[config.mk]
export PLATFORM = sky130hd
export DESIGN_NAME = idma_backend_req_rr_scheduler
export DESIGN_NICKNAME = d
export VERILOG_FILES = /design/src/rtl/idma_backend_req_rr_scheduler_pkg.sv /design/src/rtl/idma_backend_req_rr_scheduler_tag_fifo.sv /design/src/rtl/idma_backend_req_rr_scheduler.sv
export SDC_FILE = /design/constraint.sdc
export NUM_CORES = 1
export LEC_CHECK = 0
export CAP_MARGIN = 25
export CORE_AREA = 2 2 239 241
export DETAILED_ROUTE_END_ITERATION = 7
export DIE_AREA = 0 0 241 243
export GPL_TIMING_DRIVEN = 0
export PLACE_DENSITY = 0.45
export SLEW_MARGIN = 5
export SYNTH_ARGS = -nofsm -noshare
export SYNTH_HDL_FRONTEND = slang
export SYNTH_HIERARCHICAL = 1
export SYNTH_SLANG_ARGS = --single-unit
[constraint.sdc]
create_clock -name clk_i -period 10.5 [get_ports clk_i]
set_input_delay 1.05 -clock clk_i [delete_from_list [all_inputs] [get_ports clk_i]]
set_output_delay 1.05 -clock clk_i [all_outputs]
set_load 0.02 [all_outputs]
[src/rtl/idma_backend_req_rr_scheduler_pkg.sv]
// Shared types for the iDMA backend request scheduler: default 1D request/response
// payloads and a small index-wrap helper for the round-robin search.
package idma_backend_req_rr_scheduler_pkg;

  localparam int unsigned AddrWidth = 32;
  localparam int unsigned LenWidth  = 32;
  localparam int unsigned OptWidth  = 8;
  localparam int unsigned PldWidth  = 32;

  typedef struct packed {
    logic [LenWidth-1:0]  length;
    logic [AddrWidth-1:0] src_addr;
    logic [AddrWidth-1:0] dst_addr;
    logic [OptWidth-1:0]  opt;
  } idma_req_t;

  typedef struct packed {
    logic                last;
    logic                error;
    logic [PldWidth-1:0] pld;
  } idma_rsp_t;

  // Inputs are always below 2*n, so a single conditional subtract wraps them.
  function automatic int unsigned rr_wrap(input int unsigned idx, input int unsigned n);
    return (idx >= n) ? idx - n : idx;
  endfunction

endpackage

[src/rtl/idma_backend_req_rr_scheduler_tag_fifo.sv]
// In-order owner tag FIFO (registered output, no fall-through).
// Push is ignored when full and pop when empty.
module idma_backend_req_rr_scheduler_tag_fifo #(
  parameter int unsigned Depth = 8,
  parameter int unsigned Width = 2
) (
  input  logic             clk_i,
  input  logic             rst_ni,
  input  logic             push_i,
  input  logic [Width-1:0] data_i,
  input  logic             pop_i,
  output logic [Width-1:0] data_o,
  output logic             full_o,
  output logic             empty_o
);

  localparam int unsigned PtrWidth = (Depth > 1) ? $clog2(Depth) : 1;
  localparam int unsigned CntWidth = $clog2(Depth + 1);

  typedef logic [PtrWidth-1:0] ptr_t;

  logic [Width-1:0]    mem_q [Depth];
  ptr_t                wr_ptr_q, wr_ptr_d;
  ptr_t                rd_ptr_q, rd_ptr_d;
  logic [CntWidth-1:0] cnt_q, cnt_d;
  logic                do_push, do_pop;

  function automatic ptr_t ptr_inc(input ptr_t p);
    return (p == ptr_t'(Depth - 1)) ? '0 : p + ptr_t'(1);
  endfunction

  assign full_o  = (cnt_q == CntWidth'(Depth));
  assign empty_o = (cnt_q == '0);
  assign do_push = push_i && !full_o;
  assign do_pop  = pop_i && !empty_o;
  assign data_o  = mem_q[rd_ptr_q];

  always_comb begin
    wr_ptr_d = wr_ptr_q;
    rd_ptr_d = rd_ptr_q;
    cnt_d    = cnt_q;
    if (do_push) wr_ptr_d = ptr_inc(wr_ptr_q);
    if (do_pop)  rd_ptr_d = ptr_inc(rd_ptr_q);
    case ({do_push, do_pop})
      2'b10:   cnt_d = cnt_q + CntWidth'(1);
      2'b01:   cnt_d = cnt_q - CntWidth'(1);
      default: cnt_d = cnt_q;
    endcase
  end

  always_ff @(posedge clk_i or negedge rst_ni) begin
    if (!rst_ni) begin
      wr_ptr_q <= '0;
      rd_ptr_q <= '0;
      cnt_q    <= '0;
    end else begin
      wr_ptr_q <= wr_ptr_d;
      rd_ptr_q <= rd_ptr_d;
      cnt_q    <= cnt_d;
    end
  end

  // Storage needs no reset: entries are only read after being written.
  always_ff @(posedge clk_i) begin
    if (do_push) mem_q[wr_ptr_q] <= data_i;
  end

endmodule

[src/rtl/idma_backend_req_rr_scheduler.sv]
// Shares one iDMA 1D backend between NumReq frontends: round-robin request grant with
// a lock while the backend stalls, and in-order response routing via an owner tag FIFO.
module idma_backend_req_rr_scheduler
  import idma_backend_req_rr_scheduler_pkg::*;
#(
  parameter int unsigned NumReq      = 4,
  parameter int unsigned NumInflight = 8,
  parameter type         req_t       = idma_req_t,
  parameter type         rsp_t       = idma_rsp_t,
  localparam int unsigned IdxWidth   = (NumReq > 1) ? $clog2(NumReq) : 1
) (
  input  logic              clk_i,
  input  logic              rst_ni,
  input  logic [NumReq-1:0] req_valid_i,
  output logic [NumReq-1:0] req_ready_o,
  input  req_t [NumReq-1:0] req_i,
  output logic [NumReq-1:0] rsp_valid_o,
  input  logic [NumReq-1:0] rsp_ready_i,
  output rsp_t              rsp_o,
  output logic              be_req_valid_o,
  input  logic              be_req_ready_i,
  output req_t              be_req_o,
  input  logic              be_rsp_valid_i,
  output logic              be_rsp_ready_o,
  input  rsp_t              be_rsp_i,
  output logic              busy_o
);

  typedef logic [IdxWidth-1:0] idx_t;

  idx_t        ptr_q, ptr_d;
  idx_t        sel_q, sel_d;
  logic        lock_q, lock_d;
  idx_t        sel, cand_idx, head;
  logic        cand_found, offer;
  logic        fifo_full, fifo_empty;
  logic        req_hs, rsp_hs;
  int unsigned idx;

  // Grant side: fifo_full is registered, so responses never reach the grant path.
  always_comb begin
    cand_found = 1'b0;
    cand_idx   = ptr_q;
    idx        = 0;
    for (int unsigned k = 0; k < NumReq; k++) begin
      idx = rr_wrap(32'(ptr_q) + k, NumReq);
      if (!cand_found && req_valid_i[idx_t'(idx)]) begin
        cand_found = 1'b1;
        cand_idx   = idx_t'(idx);
      end
    end

    offer          = lock_q ? req_valid_i[sel_q] : cand_found;
    sel            = lock_q ? sel_q : cand_idx;
    be_req_valid_o = rst_ni && offer && !fifo_full;
    be_req_o       = req_i[sel];
    req_hs         = be_req_valid_o && be_req_ready_i;

    req_ready_o = '0;
    if (req_hs) req_ready_o[sel] = 1'b1;

    lock_d = be_req_valid_o && !be_req_ready_i;
    sel_d  = lock_d ? sel : sel_q;
    ptr_d  = req_hs ? idx_t'(rr_wrap(32'(sel) + 1, NumReq)) : ptr_q;
  end

  always_comb begin
    rsp_valid_o    = '0;
    be_rsp_ready_o = 1'b0;
    if (rst_ni && !fifo_empty) begin
      rsp_valid_o[head] = be_rsp_valid_i;
      be_rsp_ready_o    = rsp_ready_i[head];
    end
    rsp_hs = be_rsp_valid_i && be_rsp_ready_o;
  end

  assign rsp_o  = be_rsp_i;
  assign busy_o = !fifo_empty || be_req_valid_o;

  always_ff @(posedge clk_i or negedge rst_ni) begin
    if (!rst_ni) begin
      ptr_q  <= '0;
      sel_q  <= '0;
      lock_q <= 1'b0;
    end else begin
      ptr_q  <= ptr_d;
      sel_q  <= sel_d;
      lock_q <= lock_d;
    end
  end

  idma_backend_req_rr_scheduler_tag_fifo #(
    .Depth (NumInflight),
    .Width (IdxWidth)
  ) i_tag_fifo (
    .clk_i   (clk_i),
    .rst_ni  (rst_ni),
    .push_i  (req_hs),
    .data_i  (sel),
    .pop_i   (rsp_hs),
    .data_o  (head),
    .full_o  (fifo_full),
    .empty_o (fifo_empty)
  );

`ifndef SYNTHESIS
  a_lock_valid_held: assert property (@(posedge clk_i) disable iff (!rst_ni)
    lock_q |-> req_valid_i[sel_q]);
  a_rsp_without_req: assert property (@(posedge clk_i) disable iff (!rst_ni)
    be_rsp_valid_i |-> !fifo_empty);
`endif

endmodule

* Word level (Yosys, flattened, before mapping)
Memory sizes are Yosys's and may differ from the RTL's.
Index checks and enable logic that the tools add are counted.
** Cells by class
- Add/subtract/negate cells :: 13
- $lt $le $gt $ge :: 14
- Equal/unequal tests :: 5
- Muxes and demuxes :: 41
- Bitwise operators :: 1
- Reduce and logical (&&, ||, !) cells :: 22
** Operators with widths (count)
- $bmux 104 s2 :: 1
- $mux 104 :: 1
- $lt 2x3->1 const B :: 7
- $mux 2 :: 10
- $mux 1 :: 16
- $logic_and 1x1->1 :: 13
- $bmux 1 s2 :: 6
- $ge 3x3->1 const B :: 4
- $sub 2x1->2 const B :: 5
- $mux 4 :: 2
- $pmux 4 s2 :: 1
- $add 2x1->3 const B :: 2
- $add 2x2->3 const B :: 2
- $add 3x1->3 const B :: 2
- $eq 3x3->1 const B :: 2
- $logic_not 1->1 :: 6
- $mux 3 :: 2
- $add 4x1->4 const B :: 1
- $and 4x4->4 :: 1
- $demux 1 s2 :: 2
- $eq 4x4->1 const B :: 1
- $ge 2x1->1 const B :: 2
- $logic_not 4->1 :: 1
- $sub 4x1->4 const B :: 1
- other kinds (5) :: 5
** Word-level totals
- Bits in registers :: 15
- Memory bits (writable) :: 16
- Input port bits :: 462
- Output and inout port bits :: 149
- Memories :: 1
** Memory list
- i_tag_fifo.mem_q :: words 8, width 2, read ports 1, clocked after Yosys merged registers in 0, write ports 1, line idma_backend_req_rr_scheduler_tag_fifo.sv:22 : logic [Width-1:0] mem_q [Depth];

* Depth between registers and ports, before layout
Gate-level depths: netlist of the first run.
- Depth after elaboration :: 21
- Depth in mapped cells :: 12
- Mapped depth without buffers :: 11

* Cells and area by module
The synthesis of the first run kept the hierarchy.
** Modules (own cells, without submodules)
- idma_backend_req_rr_scheduler :: times used 1, cells each 448, area an instance 4433.0 µm², sequential area each 125.1 µm²
- idma_backend_req_rr_scheduler_tag_fifo :: times used 1, cells each 92, area an instance 1318.8 µm², sequential area each 730.7 µm²

* Least setup slack after synthesis of the first run
No wires, ideal clock.
- Path type :: input to output
- From :: input port req_valid_i[2]
- To :: output port be_req_o[33] in the netlist's numbering
- Arrival :: 2.679 ns
- Required time :: 9.450 ns
- Path slack :: 6.771 ns
- Stages :: 7
- Path buffers :: 2
- Cells stage by stage :: nor2b_2 -> or4_1 -> o311a_2 -> clkinv_2 -> buf_8 -> buf_8 -> mux2i_1
** RTL lines
- start, declared :: line idma_backend_req_rr_scheduler.sv:14 : input logic [NumReq-1:0] req_valid_i,
- end, declared :: line idma_backend_req_rr_scheduler.sv:22 : output req_t be_req_o,

==> results of run 1 <==
-- cells in the final DEF (no fill, tap or decap), types with 3 or more instances in the layout --
cell type	n
buf_4	39
nor3_1	11
nand2b_1	10
ha_1	11
buf_8	6
mux2_4	7
nand2_1	5
buf_2	4
clkbuf_16	5
buf_6	22
mux2_2	3
nor2_1	8
edfxtp_1	16
mux2i_1	313
mux4_2	7
inv_1	8
clkdlybuf4s50_1	576
nand3_1	4
dfrtp_1	15
nor2b_1	9
nor3b_1	4
a21oi_1	3
and2_1	5
-- stage by stage --
| step | power (W) | instances | utilization, % | cell area [um^2] | hold WS [ns] |
|---|---|---|---|---|---|
| final | 0.00290 | 1883 | 22.6 | 12600 | 0.566 |
| after global routing | 0.00310 | 1883 | 22.6 | 12600 | 0.593 |
| after CTS | 0.00297 | 1880 | 22.6 | 12600 | 0.565 |
| after detailed placement | 0.00279 | 1872 | 22.3 | 12500 | 0.544 |
| after global placement | 0.00280 | 1872 | 22.3 | 12500 | 0.539 |
| after floorplan | 0.00174 | 540 | - | 5750 | 0.504 |
-- final timing paths --
path	startpoint	endpoint	cells after the start
worst max-delay path	req_valid_i[0]	be_req_o[62]	10
min in group asynchronous	rst_ni	i_tag_fifo/rd_ptr_q[2]	1
worst min register to register	sel_q[1]	sel_q[1]	1
max in group asynchronous	rst_ni	i_tag_fifo/wr_ptr_q[0]	1
worst max register to register	i_tag_fifo/rd_ptr_q[0]	i_tag_fifo/cnt_q[3]	12
worst min-delay path	sel_q[1]	sel_q[1]	1
-- kinds of logic after synthesis --
logic type	count (synthesis)	share of synthesized area, %
buffers and inverters	82	12.1
AND/OR/NAND/NOR	66	7.44
XOR/XNOR	2	0.305
AO/OA/AOI/OAI	16	2.76
adder cells (fa/ha/maj)	12	2.74
flip-flops	31	14.9
multiplexers	331	59.8
-- report_power, final --
part	switching [W]	internal, W
logic	0.00127	0.00126
registers	0.0000377	0.000172
clock network	0.0000517	0.000112
total	0.00136	0.00155
-- sequential cells by signal (all words and copies together) (netlist names) --
| signal | count |
|---|---|
| sel_q | 2 |
| i_tag_fifo/mem_q | 16 |
| i_tag_fifo/cnt_q | 4 |
| i_tag_fifo/wr_ptr_q | 3 |
| i_tag_fifo/rd_ptr_q | 3 |
| ptr_q | 2 |
| lock_q | 1 |
-- cell type report --
type | instances | area share, %
Buffer | 73 | 5.21
Inverter | 9 | 0.277
Timing Repair Buffer | 577 | 45.6
Antenna cell | 2 | 0.0396
Clock inverter | 3 | 0.346
Tap cell | 756 | 7.48
Multi-Input combinational cell | 427 | 33.2
Sequential cell | 31 | 6.77
Clock buffer | 5 | 0.990
-- per-layer routing --
metal | part of all wire (%) | GRT usage (%) | vias up
met4 | 1.8 | 2.36 | 10
met1 | 38 | 13.0 | 3043
li1 | - | - | 3157
met5 | 0.14 | 0 | -
met2 | 52 | 21.5 | 285
met3 | 8.5 | 3.73 | 42
-- critical path: stages --
cell and delay (ns):
clkdlybuf4s50_1 0.60, nand2b_1 0.16, a21oi_1 0.07, or4_1 0.42, o311a_2 0.23, clkinv_2 0.24
buf_8 0.23, buf_8 0.20, mux2i_1 0.44, clkdlybuf4s50_1 0.70
==> run metrics, run 1 <==
Max Cap Viol=0; Core ar.=between 0.05 and 0.06 mm^2; most frequent cell after synthesis=mux2i_1; clk_lat worst skew=approximately 0.27 ns; Worst R2R Setup Slack=around 6.7 ns; io pins=~610; Longest Clk Path Bufs=2; first-pass GRT wire length=slightly below 50,000 um; Die H=243 um; relative slew slack=46.3%; most area-consuming cells after synthesis=mux2i_1 (54%), edfxtp_1 (8.4%), dfrtp_1 (6.5%); Max IR drop VDD=0.0999 mV; routability cong.=~0.85; number of global-route vias before repair=a little over 7,000; CTS tree=yes; Residual DRC=0; post-CTS setup buffer count=0; Final Skew=0.00377 ns; Multi-input gate area=between 0.004 and 0.005 mm^2; initial core utilization=approximately a tenth; pwr dens=230 mW/mm^2; die area=around 0.06 mm^2; Setup crit end kind=output port; mapped cell area=0.00575 mm^2; clk slew on worst S/H paths=~0.050 ns; Synth area leader=mux2i_1; Final Cycle Share=between 50% and 60%; largest net degree at the start of global routing=18; Worst Max-Slew Pin Slew=~0.80 ns; Post-Syn Instances=540; Hold Vio Cnt, Final=0; routed length per placed instance=a little under 20 um; total leakage power=around 5.4 nW; DRT iter0 DRCs=approximately 150; Synth Flop Type=edfxtp_1; Synth top cells by count=mux2i_1 (313), buf_4 (39), buf_6 (22), edfxtp_1 (16), dfrtp_1 (15); sequential share of the synthesized area=between 10% and 20%; DIE WIDTH=about 240 um; Period minus WS final=around 5.4 ns; TritonCTS buffer count=5; DR vias/cell=roughly 3.5; detailed placer's ending HPWL=around 32,000 um; Setup TNS=0 ns; status=finished, final reports clean; H-tree Lvls=2; Crit path arrival time=about 4.4 ns; post-CTS resize count=0; setup ws final=5.07 ns; endpoints failing setup=0; Syn Area/Cell=approximately 11 um^2; Worst Setup Start Kind=input port; Critical Path RT=between 9 and 10 ns; hold buffers post-CTS=0; RSZ-0062 raised after global routing=false; row cnt=a little under 90; final WL=36,400 um; Clock Sinks=31; layout net count=1,598; fmax=around 180 MHz; clock root buffer=clkbuf_16; register area=~860 um^2; grt ovf=0; Async SR Flop Fraction=between 40% and 50%; port bufs=between 500 and 600; Filler cells=about 6,200; Area growth, synth to finish=120%; first drt pass iteration count=4; Distinct cells, synth=47; Yosys top cell area share=a little over half; share of cells above drive strength 1=under 10%; via count=around 6,500; Yosys Warn Count=6; fin. max-slew vios=0; Hold Path Class=register to register; post-synthesis net count=1,014; worst-path fanout max=12; pre-CTS setup slack=between 5 and 6 ns; synthesized flop and latch total=31; Total GRT Usage=11.7%; WS Path Type=input port to output port; ANT nets after route=0; antenna violations before repair=14; Post-synth EDFFs=16
Power figures use the tool's default switching activity.
==> run 2: changes to the inputs <==
Settings changed: CORE_AREA 2 2 239 241 to 2 2 238 240, DIE_AREA 0 0 241 243 to 0 0 240 242, PLACE_DENSITY 0.45 to 0.46.
Clock period 10.5 ns to 4.85 ns, I/O delays scaled along.
==> run metrics, run 2 (synthesis gave the netlist of run 1 again) <==
status=finished, final reports clean; Clock Sinks=31; Critical Path RT=roughly 4.4 ns; Die H=approximately 240 um; Worst Setup Start Kind=input port; most frequent cells in the layout=clkdlybuf4s50_1 (576), mux2i_1 (313), buf_4 (39), buf_6 (22), edfxtp_1 (16); Hold Vio Cnt, Final=0; Area growth, synth to finish=119%; Hold Path Depth=1; Worst R2R Setup Slack=around 1.0 ns; DRT iter0 DRCs=between 100 and 150; total leakage power=roughly 5.4 nW; ANT nets after route=0; number of global-route vias before repair=7,088; Buf/Inv on CP=5; Setup crit end kind=output port; final WL=roughly 35,000 um; DIE WIDTH=roughly 240 um; WS Path Type=input port to output port; io pins=611; clk slew on worst S/H paths=around 0.060 ns; clock root buffer=clkbuf_16; Worst Max-Slew Pin Slew=about 0.8 ns; Hold Path Class=register to register; commonest non-fill, non-tap cell in the layout=clkdlybuf4s50_1; Period minus WS final=between 4 and 5 ns; die area=0.0581 mm^2; Critical Path Stages=9; fin. max-slew vios=0; routed length per placed instance=around 19 um; port bufs=approximately 580; DR vias/cell=roughly 3.5; CP Launch Point=req_valid_i[2]; setup ws final=0.537 ns; via count=~6,500; first drt pass iteration count=4; first-pass GRT wire length=about 49,000 um; row cnt=a little under 90; origin of the critical flop-to-flop path=i_tag_fifo/rd_ptr_q[0]; fmax=between 200 and 250 MHz; Slowest cell on crit path=clkdlybuf4s50_1; Final Cycle Share=88.9%; pre-CTS setup slack=about 0.36 ns; hold buffers post-CTS=0; relative slew slack=45.6%; share of cells above drive strength 1=9.43%; biggest regs=i_tag_fifo/mem_q (16), i_tag_fifo/cnt_q (4); CP endpoint=be_req_o[59]; Residual DRC=0; Reg with most FFs=i_tag_fifo/mem_q; endpoints failing setup=0; Filler cells=6,176; post-CTS setup buffer count=0; worst-path fanout max=12; clk_lat worst skew=0.28 ns; CP cell instances=clkdlybuf4s50_1 -> nor2b_2 -> or4_1 -> o311a_2 -> clkinv_2 -> buf_8 -> buf_8 -> mux2i_1 -> clkdlybuf4s50_1; Max IR drop VDD=between 0.2 and 0.3 mV; CTS tree=yes; Core ar.=around 0.056 mm^2; Longest Clk Path Bufs=2; layout net count=~1,600; largest net degree at the start of global routing=18; antenna violations before repair=10; initial core utilization=10.3%; detailed placer's ending HPWL=between 30,000 and 40,000 um; CP top delay family=buffers and inverters; HP Start=sel_q[1]; Final Skew=between 0.007 and 0.008 ns; TritonCTS buffer count=5; post-CTS resize count=0; grt ovf=0; R2R cell count=12; met3 Use GR=about 3.2%; critical path's largest stage delay=~0.7 ns; met1 Usage GRT=13.3%; Crit path arrival time=about 3.8 ns; Setup TNS=0 ns; H-tree Lvls=2; Max Cap Viol=0; Total GRT Usage=11.4%; met2 Usage GRT=between 20% and 30%; pwr dens=around 500 mW/mm^2; routability cong.=between 0.8 and 0.9; RSZ-0062 raised after global routing=false; GRT Max-Usage Layer=met2; capture point of the worst reg-to-reg path=i_tag_fifo/cnt_q[3]; max reg flops=16
run 2: changes by cell type in the layout (fill, tap and decap cells not counted):
cell        before  now
bufinv_16        1    0
clkbuf_2         1    0
clkinv_4         1    0
clkinvlp_4       0    2
diode_2          2    1
run 2: how the worst min path moves through the flow:
stage | endpoint | slack (ns)
detailed placement | sel_q[1] | 0.54
floorplan | i_tag_fifo/cnt_q[0] | 0.19
finish | sel_q[1] | 0.56
global route | sel_q[1] | 0.59
CTS | sel_q[1] | 0.56
global placement | sel_q[1] | 0.54
run 2: routing by layer:
layer	up-vias	wire length (um)
met5	-	23
met4	4	188
met3	22	2760
met2	284	18300
met1	3072	14000
li1	3163	-
run 2: cell type report:
cell class | count | area (um^2) | area share [%]
inverters | 9 | 35.0 | 0.278
plain buffers | 73 | 658 | 5.22
flip-flops and latches | 31 | 856 | 6.79
multi-input cells | 427 | 4200 | 33.3
well taps | 756 | 946 | 7.50
diodes | 1 | 2.50 | 0.0198
repair buffers | 576 | 5770 | 45.7
clock inverters | 3 | 20.0 | 0.159
clock buffers | 5 | 125 | 0.992
run 2: where the power goes:
group          total (W)  internal [W]  switching (W)
Sequential      0.000461      0.000373      0.0000879
Combinational    0.00550       0.00273        0.00277
Clock           0.000306      0.000189       0.000118
run 2: per-stage QoR:
step | utilization [%] | total power (W) | hold WS, ns | area, um^2 | cells
2_1_floorplan | - | 0.00376 | 0.189 | 5750 | 540
3_3_place_gp | 22.4 | 0.00606 | 0.539 | 12500 | 1872
3_5_place_dp | 22.4 | 0.00606 | 0.540 | 12500 | 1872
4_1_cts | 22.6 | 0.00640 | 0.563 | 12600 | 1880
5_1_grt | 22.6 | 0.00668 | 0.591 | 12600 | 1880
6_report | 22.6 | 0.00626 | 0.562 | 12600 | 1881
